<file path="src/rtl/ejtag_pkg.sv">
// Shared EJTAG definitions: TAP state codes, instruction codes and DR select codes.
// Used by the TAP/IR controller and by all data-register logic.
package ejtag_pkg;

  localparam int unsigned TAP_W  = 4;
  localparam int unsigned INSN_W = 5;
  localparam int unsigned SEL_W  = 4;

  typedef enum logic [TAP_W-1:0] {
    TAP_EX2DR   = 4'h0,
    TAP_EX1DR   = 4'h1,
    TAP_SHDR    = 4'h2,
    TAP_PAUSEDR = 4'h3,
    TAP_SELIR   = 4'h4,
    TAP_UPDDR   = 4'h5,
    TAP_CAPDR   = 4'h6,
    TAP_SELDR   = 4'h7,
    TAP_EX2IR   = 4'h8,
    TAP_EX1IR   = 4'h9,
    TAP_SHIR    = 4'hA,
    TAP_PAUSEIR = 4'hB,
    TAP_RTI     = 4'hC,
    TAP_UPDIR   = 4'hD,
    TAP_CAPIR   = 4'hE,
    TAP_TLR     = 4'hF
  } tap_state_e;

  localparam logic [INSN_W-1:0] INSN_IDCODE  = 5'h01;
  localparam logic [INSN_W-1:0] INSN_IMPCODE = 5'h03;
  localparam logic [INSN_W-1:0] INSN_ADDRESS = 5'h08;
  localparam logic [INSN_W-1:0] INSN_DATA    = 5'h09;
  localparam logic [INSN_W-1:0] INSN_TCB_A   = 5'h10;
  localparam logic [INSN_W-1:0] INSN_TCB_B   = 5'h12;
  localparam logic [INSN_W-1:0] INSN_EXTEST  = 5'h00;
  localparam logic [INSN_W-1:0] INSN_BYPASS  = 5'h02;

  localparam logic [SEL_W-1:0] SEL_IDCODE  = 4'b0000;
  localparam logic [SEL_W-1:0] SEL_IMPCODE = 4'b0001;
  localparam logic [SEL_W-1:0] SEL_ADDRESS = 4'b0010;
  localparam logic [SEL_W-1:0] SEL_DATA    = 4'b0011;
  localparam logic [SEL_W-1:0] SEL_TCB_A   = 4'b0100;
  localparam logic [SEL_W-1:0] SEL_TCB_B   = 4'b0101;
  localparam logic [SEL_W-1:0] SEL_EXTEST  = 4'b0110;
  localparam logic [SEL_W-1:0] SEL_BYPASS  = 4'b0111;

endpackage

</file>
<file path="src/rtl/ejtag_ir_decode.sv">
// Combinational instruction -> data-register select decode.
// Codes are compared zero-extended, so any non-zero bit above the 5-bit code space yields BYPASS.
module ejtag_ir_decode
  import ejtag_pkg::*;
#(
  parameter int unsigned IR_WIDTH = 5
) (
  input  logic [IR_WIDTH-1:0] i_ir,
  output logic [SEL_W-1:0]    o_sel_c
);

  localparam int unsigned CMP_W = (IR_WIDTH > INSN_W) ? IR_WIDTH : INSN_W;

  logic [CMP_W-1:0] w_code;

  always_comb begin
    w_code  = CMP_W'(i_ir);
    o_sel_c = SEL_BYPASS;
    case (w_code)
      CMP_W'(INSN_IDCODE):  o_sel_c = SEL_IDCODE;
      CMP_W'(INSN_IMPCODE): o_sel_c = SEL_IMPCODE;
      CMP_W'(INSN_ADDRESS): o_sel_c = SEL_ADDRESS;
      CMP_W'(INSN_DATA):    o_sel_c = SEL_DATA;
      CMP_W'(INSN_TCB_A):   o_sel_c = SEL_TCB_A;
      CMP_W'(INSN_TCB_B):   o_sel_c = SEL_TCB_B;
      CMP_W'(INSN_EXTEST):  o_sel_c = SEL_EXTEST;
      default:              o_sel_c = SEL_BYPASS;
    endcase
  end

endmodule

</file>
<file path="src/rtl/tap_ir_ctrl.sv">
// IEEE 1149.1 TAP controller with instruction register and registered DR select.
// ir/sel only change on Update-IR or in Test-Logic-Reset, so a partial shift is never visible.
module tap_ir_ctrl
  import ejtag_pkg::*;
#(
  parameter int unsigned          IR_WIDTH       = 5,
  parameter logic [IR_WIDTH-1:0]  IR_RESET_VAL   = IR_WIDTH'(INSN_IDCODE),
  parameter logic [IR_WIDTH-1:0]  IR_CAPTURE_VAL = IR_WIDTH'(2'b01)
) (
  input  logic                tck,
  input  logic                trst_n,
  input  logic                tms,
  input  logic                tdi,
  output logic [TAP_W-1:0]    tap_state,
  output logic [IR_WIDTH-1:0] ir,
  output logic [SEL_W-1:0]    sel,
  output logic                ir_tdo,
  output logic                capture_dr,
  output logic                shift_dr,
  output logic                update_dr,
  output logic                tlr
);

  tap_state_e          r_state;
  tap_state_e          w_state_nxt;
  logic [IR_WIDTH-1:0] r_shift;
  logic [IR_WIDTH-1:0] r_ir;
  logic [SEL_W-1:0]    r_sel;
  logic                r_capture_dr;
  logic                r_shift_dr;
  logic                r_update_dr;
  logic                r_tlr;
  logic [IR_WIDTH-1:0] w_shift_nxt;
  logic [IR_WIDTH-1:0] w_ir_nxt;
  logic                w_ir_load;
  logic [SEL_W-1:0]    w_sel_nxt;
  logic [SEL_W-1:0]    w_sel_rst;

  always_ff @(posedge tck or negedge trst_n) begin
    if (!trst_n) r_state <= TAP_TLR;
    else         r_state <= w_state_nxt;
  end

  always_comb begin
    w_state_nxt = r_state;
    case (r_state)
      TAP_TLR:     w_state_nxt = tms ? TAP_TLR     : TAP_RTI;
      TAP_RTI:     w_state_nxt = tms ? TAP_SELDR   : TAP_RTI;
      TAP_SELDR:   w_state_nxt = tms ? TAP_SELIR   : TAP_CAPDR;
      TAP_CAPDR:   w_state_nxt = tms ? TAP_EX1DR   : TAP_SHDR;
      TAP_SHDR:    w_state_nxt = tms ? TAP_EX1DR   : TAP_SHDR;
      TAP_EX1DR:   w_state_nxt = tms ? TAP_UPDDR   : TAP_PAUSEDR;
      TAP_PAUSEDR: w_state_nxt = tms ? TAP_EX2DR   : TAP_PAUSEDR;
      TAP_EX2DR:   w_state_nxt = tms ? TAP_UPDDR   : TAP_SHDR;
      TAP_UPDDR:   w_state_nxt = tms ? TAP_SELDR   : TAP_RTI;
      TAP_SELIR:   w_state_nxt = tms ? TAP_TLR     : TAP_CAPIR;
      TAP_CAPIR:   w_state_nxt = tms ? TAP_EX1IR   : TAP_SHIR;
      TAP_SHIR:    w_state_nxt = tms ? TAP_EX1IR   : TAP_SHIR;
      TAP_EX1IR:   w_state_nxt = tms ? TAP_UPDIR   : TAP_PAUSEIR;
      TAP_PAUSEIR: w_state_nxt = tms ? TAP_EX2IR   : TAP_PAUSEIR;
      TAP_EX2IR:   w_state_nxt = tms ? TAP_UPDIR   : TAP_SHIR;
      TAP_UPDIR:   w_state_nxt = tms ? TAP_SELDR   : TAP_RTI;
      default:     w_state_nxt = TAP_TLR;
    endcase
  end

  // Shift stage and active-instruction next values
  always_comb begin
    w_shift_nxt = r_shift;
    w_ir_nxt    = r_ir;
    w_ir_load   = 1'b0;
    case (r_state)
      TAP_CAPIR: w_shift_nxt = IR_CAPTURE_VAL;
      TAP_SHIR:  w_shift_nxt = {tdi, r_shift[IR_WIDTH-1:1]};
      TAP_UPDIR: begin
        w_ir_nxt  = r_shift;
        w_ir_load = 1'b1;
      end
      TAP_TLR: begin
        w_ir_nxt  = IR_RESET_VAL;
        w_ir_load = 1'b1;
      end
      default: ;
    endcase
  end

  ejtag_ir_decode #(.IR_WIDTH(IR_WIDTH)) u_dec_nxt (
    .i_ir    (w_ir_nxt),
    .o_sel_c (w_sel_nxt)
  );

  ejtag_ir_decode #(.IR_WIDTH(IR_WIDTH)) u_dec_rst (
    .i_ir    (IR_RESET_VAL),
    .o_sel_c (w_sel_rst)
  );

  always_ff @(posedge tck or negedge trst_n) begin
    if (!trst_n) begin
      r_shift <= IR_CAPTURE_VAL;
      r_ir    <= IR_RESET_VAL;
      r_sel   <= w_sel_rst;
    end else begin
      r_shift <= w_shift_nxt;
      if (w_ir_load) begin
        r_ir  <= w_ir_nxt;
        r_sel <= w_sel_nxt;
      end
    end
  end

  // Strobes are flops tracking the state register, so they are glitch-free
  always_ff @(posedge tck or negedge trst_n) begin
    if (!trst_n) begin
      r_capture_dr <= 1'b0;
      r_shift_dr   <= 1'b0;
      r_update_dr  <= 1'b0;
      r_tlr        <= 1'b1;
    end else begin
      r_capture_dr <= (w_state_nxt == TAP_CAPDR);
      r_shift_dr   <= (w_state_nxt == TAP_SHDR);
      r_update_dr  <= (w_state_nxt == TAP_UPDDR);
      r_tlr        <= (w_state_nxt == TAP_TLR);
    end
  end

  assign tap_state  = r_state;
  assign ir         = r_ir;
  assign sel        = r_sel;
  assign ir_tdo     = r_shift[0];
  assign capture_dr = r_capture_dr;
  assign shift_dr   = r_shift_dr;
  assign update_dr  = r_update_dr;
  assign tlr        = r_tlr;

endmodule

</file>
<file path="config.mk">
export PLATFORM = sky130hd
export DESIGN_NAME = tap_ir_ctrl
export DESIGN_NICKNAME = d
export VERILOG_FILES = /design/src/rtl/ejtag_pkg.sv /design/src/rtl/ejtag_ir_decode.sv /design/src/rtl/tap_ir_ctrl.sv
export SDC_FILE = /design/constraint.sdc
export NUM_CORES = 1
export LEC_CHECK = 0
export BUFFER_PORTS_ARGS = -buffer_cell sky130_fd_sc_hd__buf_2
export CORE_UTILIZATION = 51
export DETAILED_ROUTE_END_ITERATION = 12
export PLACE_DENSITY = 0.76
export SKIP_CTS_REPAIR_TIMING = 1
export SYNTH_ARGS = -nofsm -noshare
export SYNTH_HDL_FRONTEND = slang
export SYNTH_SLANG_ARGS = --single-unit
</file>
<file path="constraint.sdc">
create_clock -name tck -period 1.5 [get_ports tck]
set_input_delay 0.3 -clock tck [delete_from_list [all_inputs] [get_ports tck]]
set_output_delay 0.3 -clock tck [all_outputs]
set_load 0.02 [all_outputs]
</file>
# Word-level counts from Yosys, hierarchy flattened
# Cells that the tools add are included.
op_classes:
  eq_ne: 25
  muxes: 17
  reduce_logical: 7
op_table:
  columns: ["operator", "n"]
  rows:
  - ["4-bit case mux with 12 select lines", 1]
  - ["4-bit equality test (second input constant)", 9]
  - ["4-bit by 3-bit equality test with 1-bit output (second input constant)", 6]
  - ["3-bit case mux with 7 select lines", 1]
  - ["5-bit case mux with 2 select lines", 2]
  - ["4-bit by 2-bit equality test with 1-bit output (second input constant)", 3]
  - ["2-bit two-way mux", 6]
  - ["3-bit two-way mux", 4]
  - ["5-bit by 4-bit equality test with 1-bit output (second input constant)", 2]
  - ["5-bit equality test (second input constant)", 2]
  - ["2-bit OR reduction", 3]
  - ["5-bit by 1-bit equality test with 1-bit output (second input constant)", 1]
  - ["5-bit by 2-bit equality test with 1-bit output (second input constant)", 1]
  - ["5-bit zero test", 1]
  - ["4-bit by 1-bit equality test with 1-bit output (second input constant)", 1]
  - ["4-bit zero test", 1]
  - ["4-bit two-way mux", 1]
  - ["3-bit OR reduction", 1]
  - ["1-bit two-way mux", 2]
  - ["2-bit nonzero test", 1]
word_totals:
  reg_bits: 22
  input_bits: 4
  out_inout_bits: 18
  word_cells: 57

# Logic depth before layout (Yosys ltp)
depth:
  word_depth: 4
  ltp_mapped: 4
  depth_no_buf: 3

# Least setup slack after synthesis
# No wires, ideal clock.
synth_path:
  kind: "register -> register"
  from: "reg r_shift[0]"
  to: "reg r_sel[2], in the netlist sel[2]"
  setup_ns: 0.131
  t_arrival_ns: 1.111
  required_ns: 1.369
  setup_slack_ns: 0.258
  path_stages_with_launch: 4
  n_path_buf: 0
  synth_period_minus_slack_ns: 1.242
  cell_sequence: "dfstp_2 -> nor2_1 -> a2111oi_1 -> o31ai_1"
synth_via:
  elab_chain_len: 3
  elab_cells_between_ends: 9
  cone_classes: "eq/ne: 6; mux: 2; reduce/logical: 1"
synth_lines:
  columns: ["element", "line_no", "text"]
  rows:
  - ["start: declaration", "tap_ir_ctrl.sv:26", "logic [IR_WIDTH-1:0] r_shift;"]
  - ["start signal: assignment", "tap_ir_ctrl.sv:103", "r_shift <= w_shift_nxt;"]
  - ["5-bit case mux with 2 select lines (*)", "tap_ir_ctrl.sv:72", "case (r_state)"]
  - ["5-bit equality test (tied with other cells)", "ejtag_ir_decode.sv:19", "case (w_code)"]
  - ["3-bit case mux with 7 select lines (*)", "ejtag_ir_decode.sv:19", null]
  - ["end signal: assignment", "tap_ir_ctrl.sv:101", "r_sel <= w_sel_rst;"]
  - ["end signal: assignment", "tap_ir_ctrl.sv:106", "r_sel <= w_sel_nxt;"]
  - ["end: declaration", "tap_ir_ctrl.sv:28", "logic [SEL_W-1:0] r_sel;"]
# Every way passes the cells marked *; elsewhere a longest branch is shown, timed or not.
# A chain may end at the register's enable or synchronous reset.

# Final worst setup path
layout_path:
  from: "reg r_state[0], in the netlist tap_state[0]"
  to: "out tap_state[0]"
layout_rtl:
  columns: ["element", "line_no", "text"]
  rows:
  - ["start: declaration", "tap_ir_ctrl.sv:24", "tap_state_e r_state;"]
  - ["start signal: assignment", "tap_ir_ctrl.sv:41", "else r_state <= w_state_nxt;"]
  - ["end: declaration", "tap_ir_ctrl.sv:14", "output logic [TAP_W-1:0] tap_state,"]
# No word-level cell between the ends.

==> results.toml <==
[logic_synthesis]
avgSynthCellArea_sq_um = 9.81
seq_area_frac_synth = 0.545
async_reset_ff_frac = 1.00
ys_ff_latch = 21
syn_nets = 104
ys_warn_count = 0
synth_area_leader_cell = "dfrtp_1"
synthCells = 100
synth_common_cells = "nand2_1, dfrtp_1, dfstp_2, o21ai_0, nand2b_1"
synth_area_sq_um = 981
synth-edff-count = 0
yosysMostFrequentCell = "nand2_1"
synth_top_area_frac = 0.357
synth_cell_type_count = 29
synth_area_leaders = "dfrtp_1, dfstp_2, nand2_1, o21ai_0, nand2b_1"
ys.flop_type = "dfrtp_1"

[cts]
clock_latency_ps = 300
path_clk_slew_ps = 110
cts_buffers = 3
cts.path.max_buffers = 2
cts_tree = "built"
cts.sinks = 21
ctsHtreeMaxLevel = 1
root_buffer = "clkbuf_4"

[placed_design]
hpwlAfterDp_um = 1250
place_area_sq_um = 1080
numPortBuffers = 20
gp_congestion = 0.740
placed_cells = 140

[route]
wirelength_um = 1710
drc_errors = 0
vias = 757
firstDrtPassIters = 4
via_per_inst = 5.11
ant_nets = 0
wl_per_cell_um = 11.5
initialDrtViolationCount = 18

[global_routing]
grt_use_total = 0.180
grt_max_degree = 22
first_global_vias = 619
gr-total-overflow = 0
antenna_found_initial = 0
grt_pass1_wl_um = 2680

[hold_path]
holdPathEnd = "r_shift[4]"
hp-start = "tdi"
hp-class = "input port to flop"
whs_path_depth = 3

[sta]
fin_skew_ps = 2.75
setup_viol = 0
fmax_mhz = 703
fin_crit_sh = 0.949
min_period_ps = 1420
rsz0062_at_grt = "no"
hold_viol = 0
slew_viol_final = 0

[setup_path]
cpPeakStageDelay_ps = 630
required_ps = 1200
cp_max_fo = 10
crit_buf_inv = 1
rr_worst_depth = 2
crit_slowest_cell = "dfstp_2"
worstPathCellList = "buf_2"
cp.arrival_ps = 1120
r2r_slack_ps = 210
reg2reg_from = "tap_state[0]"
cp_top_family = "flip-flops"
path_class = "flop to primary output"
end_kind = "primary output"
start_kind = "flop"
r2r_end = "sel[1]"

[floorplan]
initial_utilization = 0.556
std_cell_rows = 15
ios = 22
die_y_um = 45.9
die_w_um = 45.9
coreArea_sq_um = 1760
dieArea_sq_um = 2100

[finish]
syn2layout_area_growth_pct = 15.9
n_antenna_cell = 0
drive_gt1_frac = 0.325
fin_area_sq_um = 1140
fin_cells = 148
final_nets = 128

[outcome]
status = "complete, no violations"

[job]
maxCapViolations = 0

[power_and_ir_drop]
powerDensity_nw_per_um2 = 2120
ir_worst_vdd_uv = 913
leakagePower_nw = 0.549
==> power breakdown <==
part	switching (mW)	internal [mW]
registers	0.185	0.817
clock network	0.166	0.0993
logic	0.697	0.452
total	1.05	1.37
==> cell type report <==
type	instances	area, sq um
tap	25	31.3
clock buffer	3	22.5
timing repair buffer	26	148
multi-input combinational	70	389
inverter	2	7.51
fill	159	627
sequential	21	534
clock inverter	1	5.00
==> worst min-delay path, delay by kind of cell <==
family                 cells  cell delay (ps)
buffers and inverters      1              100
AO/OA/AOI/OAI              1               70
AND/OR/NAND/NOR            1               50
==> cell usage in the layout (no fill, tap or decap), drive strengths merged, types with 2 or more instances in the layout <==
master,Yosys,routed
buf,7,25
nand2,23,23
dfrtp,14,14
o21ai,11,11
dfstp,7,7
nand2b,5,5
nor2,4,4
nor3,4,4
a21oi,4,4
nand3,4,4
o31ai,3,3
clkbuf,0,3
inv,2,2
==> state kept, by name (all words and copies together), names as in the netlist <==
| signal | count |
|---|---|
| capture_dr | 1 |
| ir | 5 |
| r_shift | 5 |
| sel | 3 |
| shift_dr | 1 |
| tap_state | 4 |
| tlr | 1 |
| update_dr | 1 |
==> worst max-delay path by stage <==
stage	cells past startpoint	endpoint	start	slack (ps)
2_1_floorplan	3	sel[2]	r_shift[0]	260
3_3_place_gp	3	tap_state[1]	tap_state[1]	200
3_5_place_dp	3	tap_state[1]	tap_state[1]	160
4_1_cts	1	tap_state[1]	tap_state[1]	-20
5_1_grt	1	tap_state[0]	tap_state[0]	20
6_report	1	tap_state[0]	tap_state[0]	80
==> cell families (layout without fill, tap and decap cells) <==
group                    Yosys count  count (layout)  share of synthesized area
AND/OR/NAND/NOR                   45              45                      0.237
XOR/XNOR                           1               1                    0.00893
other                              1               1                    0.00382
flip-flops                        21              21                      0.545
AO/OA/AOI/OAI                     22              22                      0.136
adder cells (fa/ha/maj)            1               1                     0.0102
buffers and inverters              9              32                     0.0587
==> metrics by stage <==
stage	total power [mW]	setup TNS, ps	util	hold slack (ps)	setup WS, ps
floorplan	1.85	0	-	4.41	258
global placement	2.08	0	0.611	266	205
detailed placement	2.11	0	0.611	268	159
CTS	2.36	-24.4	0.626	-68.7	-24.4
global route	2.61	0	0.645	269	23.5
finish	2.42	0	0.645	251	76.8
==> layer usage <==
metal,track usage,routed length [um]
met5,0,0
met1,0.245,817
met3,0.0397,74
met2,0.276,815
met4,0.0706,0
Power figures use the tool's default switching activity.
